$ cat src/rtl/kuznechik_ctrl_pkg.sv
// Shared types and constants for the Kuznechik request arbiter.
//   state_t                - arbiter FSM states
//   owner_t                - requester ID (0 or 1)
//   TIMEOUT_CYCLES_DEFAULT - default WAIT budget before a block is aborted
package kuznechik_ctrl_pkg;

  localparam int unsigned TIMEOUT_CYCLES_DEFAULT = 64;

  typedef enum logic [1:0] {
    ST_IDLE,
    ST_ISSUE,
    ST_WAIT,
    ST_RESP
  } state_t;

  typedef logic owner_t;

endpackage

$ cat src/rtl/kuznechik_arbiter_if.sv
// Bundle of requester, response and cipher-core signals around the arbiter.
//   slave  : arbiter side (takes requests, drives responses and the core)
//   master : environment side (requesters, response sinks, cipher core)
interface kuznechik_arbiter_if;

  logic         req0_valid_i;
  logic         req1_valid_i;
  logic         req0_ready_o;
  logic         req1_ready_o;
  logic [127:0] req0_data_i;
  logic [127:0] req1_data_i;
  logic         rsp0_valid_o;
  logic         rsp1_valid_o;
  logic         rsp0_ready_i;
  logic         rsp1_ready_i;
  logic [127:0] rsp_data_o;
  logic         rsp_err_o;
  logic [127:0] core_data_o;
  logic         core_request_o;
  logic         core_ack_o;
  logic         core_resetn_o;
  logic [127:0] core_data_i;
  logic         core_valid_i;
  logic         core_busy_i;
  logic         err_o;

  modport slave (
    input  req0_valid_i, req1_valid_i, req0_data_i, req1_data_i,
    input  rsp0_ready_i, rsp1_ready_i,
    input  core_data_i, core_valid_i, core_busy_i,
    output req0_ready_o, req1_ready_o,
    output rsp0_valid_o, rsp1_valid_o, rsp_data_o, rsp_err_o,
    output core_data_o, core_request_o, core_ack_o, core_resetn_o,
    output err_o
  );

  modport master (
    output req0_valid_i, req1_valid_i, req0_data_i, req1_data_i,
    output rsp0_ready_i, rsp1_ready_i,
    output core_data_i, core_valid_i, core_busy_i,
    input  req0_ready_o, req1_ready_o,
    input  rsp0_valid_o, rsp1_valid_o, rsp_data_o, rsp_err_o,
    input  core_data_o, core_request_o, core_ack_o, core_resetn_o,
    input  err_o
  );

endinterface

$ cat src/rtl/rr_arbiter2.sv
// Two-way round-robin grant.
//   clk, rst   : clock, asynchronous active-high reset (pointer -> requester 0)
//   valid      : per-requester request
//   enable     : grants allowed this cycle
//   advance    : a block finished; move the pointer away from last_owner
//   last_owner : requester that owned the finished block
//   grant      : one-hot (or zero) grant, combinational
module rr_arbiter2
  import kuznechik_ctrl_pkg::*;
(
  input  logic       clk,
  input  logic       rst,
  input  logic [1:0] valid,
  input  logic       enable,
  input  logic       advance,
  input  owner_t     last_owner,
  output logic [1:0] grant
);

  // Pointer names the requester that wins a tie.
  owner_t ptr_q;

  always_ff @(posedge clk or posedge rst) begin
    if (rst) begin
      ptr_q <= '0;
    end else if (advance) begin
      ptr_q <= ~last_owner;
    end
  end

  always_comb begin
    grant = '0;
    if (enable) begin
      if (valid[ptr_q]) begin
        grant[ptr_q] = 1'b1;
      end else if (valid[~ptr_q]) begin
        grant[~ptr_q] = 1'b1;
      end
    end
  end

endmodule

$ cat src/rtl/kuznechik_arbiter.sv
// Shares one Kuznechik cipher core between two requesters.
//   clk_i, rst_i : clock, asynchronous active-high reset
//   bus (slave)  : requester handshakes, per-requester response valid/ready
//                  with shared rsp_data_o/rsp_err_o, cipher-core drive and
//                  return signals, err_o timeout pulse
// One block is in flight at a time: IDLE grants, ISSUE strobes the core,
// WAIT collects the result or aborts on timeout, RESP holds it for the owner.
module kuznechik_arbiter
  import kuznechik_ctrl_pkg::*;
#(
  parameter int unsigned TIMEOUT_CYCLES = TIMEOUT_CYCLES_DEFAULT,
  parameter int unsigned TMR_W          = 8
) (
  input logic                clk_i,
  input logic                rst_i,
  kuznechik_arbiter_if.slave bus
);

  state_t           state_q, state_d;
  owner_t           owner_q;
  logic [127:0]     data_q;
  logic [127:0]     result_q;
  logic [TMR_W-1:0] timer_q;
  logic             err_q;
  logic             resetn_q;
  logic [1:0]       grant;
  logic             grant_en;
  logic             accept;
  logic             rsp_hs;
  logic             timeout;

  // Ready is gated by rst_i so no grant is visible while reset is held.
  assign grant_en = (state_q == ST_IDLE) && !bus.core_busy_i && !rst_i;
  assign accept   = |grant;
  assign rsp_hs   = (state_q == ST_RESP) &&
                    (owner_q ? bus.rsp1_ready_i : bus.rsp0_ready_i);
  // A core result in the last WAIT cycle takes priority over the abort.
  assign timeout  = (state_q == ST_WAIT) && !bus.core_valid_i &&
                    (timer_q == TMR_W'(TIMEOUT_CYCLES - 1));

  rr_arbiter2 u_rr (
    .clk        (clk_i),
    .rst        (rst_i),
    .valid      ({bus.req1_valid_i, bus.req0_valid_i}),
    .enable     (grant_en),
    .advance    (rsp_hs),
    .last_owner (owner_q),
    .grant      (grant)
  );

  always_ff @(posedge clk_i or posedge rst_i) begin
    if (rst_i) begin
      state_q <= ST_IDLE;
    end else begin
      state_q <= state_d;
    end
  end

  always_comb begin
    state_d = state_q;
    unique case (state_q)
      ST_IDLE:  if (accept) state_d = ST_ISSUE;
      ST_ISSUE: state_d = ST_WAIT;
      ST_WAIT:  if (bus.core_valid_i || timeout) state_d = ST_RESP;
      ST_RESP:  if (rsp_hs) state_d = ST_IDLE;
      default:  state_d = ST_IDLE;
    endcase
  end

  always_ff @(posedge clk_i or posedge rst_i) begin
    if (rst_i) begin
      owner_q  <= '0;
      data_q   <= '0;
      result_q <= '0;
      timer_q  <= '0;
      err_q    <= 1'b0;
      resetn_q <= 1'b0;
    end else begin
      resetn_q <= 1'b1;
      if ((state_q == ST_IDLE) && accept) begin
        owner_q <= grant[1];
        data_q  <= grant[1] ? bus.req1_data_i : bus.req0_data_i;
      end
      if (state_q == ST_ISSUE) begin
        timer_q <= '0;
      end
      if (state_q == ST_WAIT) begin
        timer_q <= timer_q + 1'b1;
        if (bus.core_valid_i) begin
          result_q <= bus.core_data_i;
          err_q    <= 1'b0;
        end else if (timeout) begin
          result_q <= '0;
          err_q    <= 1'b1;
        end
      end
    end
  end

  assign bus.req0_ready_o   = grant[0];
  assign bus.req1_ready_o   = grant[1];
  assign bus.rsp0_valid_o   = (state_q == ST_RESP) && !owner_q;
  assign bus.rsp1_valid_o   = (state_q == ST_RESP) && owner_q;
  assign bus.rsp_data_o     = result_q;
  assign bus.rsp_err_o      = (state_q == ST_RESP) && err_q;
  assign bus.core_data_o    = data_q;
  assign bus.core_request_o = (state_q == ST_ISSUE);
  assign bus.core_ack_o     = (state_q == ST_WAIT) && bus.core_valid_i;
  assign bus.core_resetn_o  = resetn_q && !timeout;
  assign bus.err_o          = timeout;

endmodule

$ cat src/flat_wrapper.sv
// flat-port wrapper written by rule: the top's interface ports become plain ports
module kuznechik_arbiter_flat import kuznechik_ctrl_pkg::*;
#(
  parameter int unsigned TIMEOUT_CYCLES = TIMEOUT_CYCLES_DEFAULT,
  parameter int unsigned TMR_W          = 8
)
  (clk_i, rst_i, bus_req0_valid_i, bus_req1_valid_i, bus_req0_data_i, bus_req1_data_i, bus_rsp0_ready_i, bus_rsp1_ready_i, bus_core_data_i, bus_core_valid_i, bus_core_busy_i, bus_req0_ready_o, bus_req1_ready_o, bus_rsp0_valid_o, bus_rsp1_valid_o, bus_rsp_data_o, bus_rsp_err_o, bus_core_data_o, bus_core_request_o, bus_core_ack_o, bus_core_resetn_o, bus_err_o);
  kuznechik_arbiter_if bus_i ();
  input logic clk_i;
  input logic rst_i;
  input wire logic [$bits(bus_i.req0_valid_i)-1:0] bus_req0_valid_i;
  input wire logic [$bits(bus_i.req1_valid_i)-1:0] bus_req1_valid_i;
  input wire logic [$bits(bus_i.req0_data_i)-1:0] bus_req0_data_i;
  input wire logic [$bits(bus_i.req1_data_i)-1:0] bus_req1_data_i;
  input wire logic [$bits(bus_i.rsp0_ready_i)-1:0] bus_rsp0_ready_i;
  input wire logic [$bits(bus_i.rsp1_ready_i)-1:0] bus_rsp1_ready_i;
  input wire logic [$bits(bus_i.core_data_i)-1:0] bus_core_data_i;
  input wire logic [$bits(bus_i.core_valid_i)-1:0] bus_core_valid_i;
  input wire logic [$bits(bus_i.core_busy_i)-1:0] bus_core_busy_i;
  output wire logic [$bits(bus_i.req0_ready_o)-1:0] bus_req0_ready_o;
  output wire logic [$bits(bus_i.req1_ready_o)-1:0] bus_req1_ready_o;
  output wire logic [$bits(bus_i.rsp0_valid_o)-1:0] bus_rsp0_valid_o;
  output wire logic [$bits(bus_i.rsp1_valid_o)-1:0] bus_rsp1_valid_o;
  output wire logic [$bits(bus_i.rsp_data_o)-1:0] bus_rsp_data_o;
  output wire logic [$bits(bus_i.rsp_err_o)-1:0] bus_rsp_err_o;
  output wire logic [$bits(bus_i.core_data_o)-1:0] bus_core_data_o;
  output wire logic [$bits(bus_i.core_request_o)-1:0] bus_core_request_o;
  output wire logic [$bits(bus_i.core_ack_o)-1:0] bus_core_ack_o;
  output wire logic [$bits(bus_i.core_resetn_o)-1:0] bus_core_resetn_o;
  output wire logic [$bits(bus_i.err_o)-1:0] bus_err_o;
  assign bus_i.req0_valid_i = bus_req0_valid_i;
  assign bus_i.req1_valid_i = bus_req1_valid_i;
  assign bus_i.req0_data_i = bus_req0_data_i;
  assign bus_i.req1_data_i = bus_req1_data_i;
  assign bus_i.rsp0_ready_i = bus_rsp0_ready_i;
  assign bus_i.rsp1_ready_i = bus_rsp1_ready_i;
  assign bus_i.core_data_i = bus_core_data_i;
  assign bus_i.core_valid_i = bus_core_valid_i;
  assign bus_i.core_busy_i = bus_core_busy_i;
  assign bus_req0_ready_o = bus_i.req0_ready_o;
  assign bus_req1_ready_o = bus_i.req1_ready_o;
  assign bus_rsp0_valid_o = bus_i.rsp0_valid_o;
  assign bus_rsp1_valid_o = bus_i.rsp1_valid_o;
  assign bus_rsp_data_o = bus_i.rsp_data_o;
  assign bus_rsp_err_o = bus_i.rsp_err_o;
  assign bus_core_data_o = bus_i.core_data_o;
  assign bus_core_request_o = bus_i.core_request_o;
  assign bus_core_ack_o = bus_i.core_ack_o;
  assign bus_core_resetn_o = bus_i.core_resetn_o;
  assign bus_err_o = bus_i.err_o;
  kuznechik_arbiter #(.TIMEOUT_CYCLES(TIMEOUT_CYCLES), .TMR_W(TMR_W)) u_core (.clk_i(clk_i), .rst_i(rst_i), .bus(bus_i));
endmodule
$ cat config.mk
export PLATFORM = sky130hd
export DESIGN_NAME = kuznechik_arbiter_flat
export DESIGN_NICKNAME = d
export VERILOG_FILES = /design/src/rtl/kuznechik_ctrl_pkg.sv /design/src/rtl/kuznechik_arbiter_if.sv /design/src/rtl/rr_arbiter2.sv /design/src/rtl/kuznechik_arbiter.sv /design/src/flat_wrapper.sv
export SDC_FILE = /design/constraint.sdc
export NUM_CORES = 1
export LEC_CHECK = 0
export CORE_AREA = 2 2 256 258
export DETAILED_ROUTE_END_ITERATION = 8
export DIE_AREA = 0 0 258 260
export GPL_TIMING_DRIVEN = 1
export PLACE_DENSITY = 0.42
export SKIP_CTS_REPAIR_TIMING = 1
export SLEW_MARGIN = 20
export SYNTH_ARGS = -nofsm -noshare
export SYNTH_HDL_FRONTEND = slang
export SYNTH_HIERARCHICAL = 1
export SYNTH_SLANG_ARGS = --single-unit
export TNS_END_PERCENT = 5
$ cat constraint.sdc
create_clock -name clk_i -period 11.05 [get_ports clk_i]
set_input_delay 1.6575 -clock clk_i [delete_from_list [all_inputs] [get_ports clk_i]]
set_output_delay 1.6575 -clock clk_i [all_outputs]
set_load 0.03 [all_outputs]
==> flow_metrics.tcl <==
set metrics [dict create \
    gr-usage-all-layers 0.128 \
    cts.reportedPaths.clkPinSlew_ns 0.05 \
    power.leakage_nw 8.06 \
    final_antenna_net_count 0 \
    die_h_um 260 \
    synth_area_leader_cell "dfrtp_1" \
    required_ns 9.39 \
    vias_per_cell 3.89 \
    io_pins 657 \
    die_w_um 258 \
    seq_area_frac_synth 0.603 \
    max-cap-violations 0 \
    numPortBuffers 656 \
    relSlewSlack 0.263 \
    antenna_found_initial 2 \
    synth-seq-cells 270 \
    fin_nets 1959 \
    syn_inst 933 \
    drive_gt1_frac 0.0466 \
    cp-end-kind "primary output" \
    grt_max_degree 241 \
    wirelength_mm 44.3 \
    dp.cells 2379 \
    clockBufferDepth 3 \
    fin_crit_ns 5.35 \
    rows 93 \
    drtIter0Drc 459 \
    dp_worst_setup_slack_ns 5.41 \
    finalMaxSlewViolations 0 \
    skew_ns 0.0176 \
    dpl.hpwl_mm 32.0 \
    grt_pass1_vias 10400 \
    routabilityCongestion 0.773 \
    cp_common_cell "clkdlybuf4s50_1" \
    max_stage_delay_ns 0.76 \
    path_cells "clkdlybuf4s50_1, nor3b_1, nand2_1, a21oi_1, clkdlybuf4s50_1" \
    worstMarginPinSlew_ns 1.11 \
    r2r_cells 10 \
    critPathLaunchType "input port" \
    wl_per_cell_um 18.1 \
    area_growth_pct 76.0 \
    die_area_um2 67100 \
    grt_first_pass_wirelength_mm 66.0 \
    crit_buf_inv 2 \
    synth.top_cell.area_share 0.603 \
    start_util 0.175 \
    final_cells 2446 \
    setup_viol 0 \
    synth_cell_types 34 \
    power.density_nw_per_um2 270 \
    first_pass_iters 4 \
    hold_viol_final 0 \
    drc 0 \
    ir_worst_vdd_uv 87.5 \
    worst_slack_ns 5.70 \
    grt_overflow 0 \
    fillCellCount 6563 \
    critPathTopFamily "buffers and inverters" \
    r2r_slack_ns 6.84 \
    core_um2 64100 \
    worstHoldStart "u_core/bus.core_data_o[65]" \
    tns_ns 0 \
    cts.sinks 270 \
    min_delay_worst_endpoint "u_core/bus.core_data_o[65]" \
    cts_max_level 2 \
    cts_buffers 36 \
    cts_tree "yes" \
    slowest_stage "clkdlybuf4s50_1" \
    r2r_start "u_core/state_q[0]" \
    status "complete, no violations" \
    vias 9527 \
    ys_warn_count 6 \
    grt_setup_unrepaired "false" \
    synth_nets 1330 \
    period_share 0.484 \
    syn_area_um2 11200 \
    synthTopCellsByArea "dfrtp_1 (60%), mux2i_1 (12%), a22o_1 (10%), o21ai_0 (5.9%), nand2_1 (4.6%)" \
    clock_latency_ns 0.53 \
    hold_class "register to register" \
    syn_area_per_cell_um2 12.0 \
    worst-setup-path-type "input port to primary output" \
    r2r_end "u_core/bus.core_data_o[66]" \
    critPathArrivalTime_ns 3.69 \
    hold_path_depth 2 \
    critPathMaxFanout 4 \
    max_freq_mhz 187 \
    root_buffer "clkbuf_16" \
]
-- layer usage --
metal  GRT usage  wire length, µm
met3      0.0533             4410
met4      0.0324              830
met2       0.221            21600
met1       0.146            17400
met5           0                0
-- layout by cell type, fill, tap and decap left out, types with 2 or more instances in the layout --
| cell | count |
|---|---|
| a22o_1 | 129 |
| diode_2 | 2 |
| clkdlybuf4s50_1 | 656 |
| and2_1 | 2 |
| a21oi_1 | 2 |
| mux2i_1 | 131 |
| buf_4 | 8 |
| dfrtp_1 | 270 |
| clkbuf_8 | 9 |
| ha_1 | 5 |
| clkbuf_16 | 38 |
| clkbuf_1 | 9 |
| inv_1 | 10 |
| clkinv_2 | 6 |
| nand3_1 | 4 |
| o22ai_1 | 3 |
| o21ai_4 | 2 |
| or3_1 | 2 |
| o21ai_0 | 132 |
| nor2_1 | 7 |
| nor2b_1 | 5 |
| nor3b_1 | 2 |
| nand2_1 | 137 |
-- state kept, by name, summed over array words and instances, names as in the netlist --
name / flops
u_core/err_q: 1
u_core/resetn_q: 1
u_core/timer_q: 8
u_core/u_rr/ptr_q: 1
u_core/bus.rsp_data_o: 128
u_core/bus.core_data_o: 128
u_core/state_q: 2
u_core/owner_q: 1
-- tightest hold or removal path: cells and delay by family, from the launching register on --
family,cells,cell delay (ns)
AO/OA/AOI/OAI,1,0.06
AND/OR/NAND/NOR,1,0.05
flip-flops,1,0.33
-- cells by family after synthesis --
kind of cell,synth area share
AO/OA/AOI/OAI,0.167
flip-flops,0.603
AND/OR/NAND/NOR,0.0615
multiplexers,0.118
buffers and inverters,0.0428
adder cells (fa/ha/maj),0.00558
XOR/XNOR,0.00156
other,0.000335
-- per-stage QoR --
| step | util | area [µm²] | total power [mW] | hold WS, ns |
|---|---|---|---|---|
| after global routing | 0.307 | 19700 | 5.62 | 0.495 |
| final | 0.308 | 19700 | 5.32 | 0.472 |
| after floorplan | - | 11200 | 3.01 | 0.496 |
| after detailed placement | 0.289 | 18500 | 4.19 | 0.469 |
| after CTS | 0.307 | 19700 | 5.42 | 0.481 |
| after global placement | 0.289 | 18500 | 4.20 | 0.461 |
-- how the worst max path moves through the flow --
stage | slack [ns] | endpoint | start | cells past startpoint
global placement | 5.46 | u_core/bus.core_data_o[63] | rst_i | 9
finish | 5.70 | bus_req0_ready_o | rst_i | 5
floorplan | 1.98 | u_core/bus.core_data_o[0] | rst_i | 1
global route | 5.54 | bus_req0_ready_o | rst_i | 5
CTS | 5.69 | bus_req0_ready_o | rst_i | 5
detailed placement | 5.41 | u_core/bus.core_data_o[78] | rst_i | 9
-- cells in the mapped netlist, drive strengths merged --
cell type,count
o21ai,134
a21boi,1
a22oi,1
or4,1
nor4,2
inv,11
o22ai,3
and2,3
xnor2,1
nor3b,2
dfrtp,270
conb,1
or3,2
nor2b,5
a22o,129
nand3,5
nand2,137
ha,5
clkbuf,17
nand2b,1
mux2i,131
xor2,1
buf,57
a21oi,4
o211ai,1
mux2,1
nor2,7
-- layout make-up --
cell class / count / area, µm² / area share
flip-flops and latches: 270 / 6760 / 0.343
repair buffers: 665 / 6650 / 0.337
clock inverters: 9 / 83.8 / 0.00425
diodes: 2 / 5.00 / 0.000254
inverters: 11 / 48.8 / 0.00247
clock buffers: 56 / 1110 / 0.0562
well taps: 855 / 1070 / 0.0543
multi-input cells: 578 / 4000 / 0.203
-- report_power, final --
group / switching, mW / internal (mW) / leakage, nW
sequential: 0.223 / 1.40 / 3.45
combinational: 1.44 / 1.09 / 4.02
clock: 0.457 / 0.714 / 0.588
Note: power is estimated with default switching activity, not from simulation.
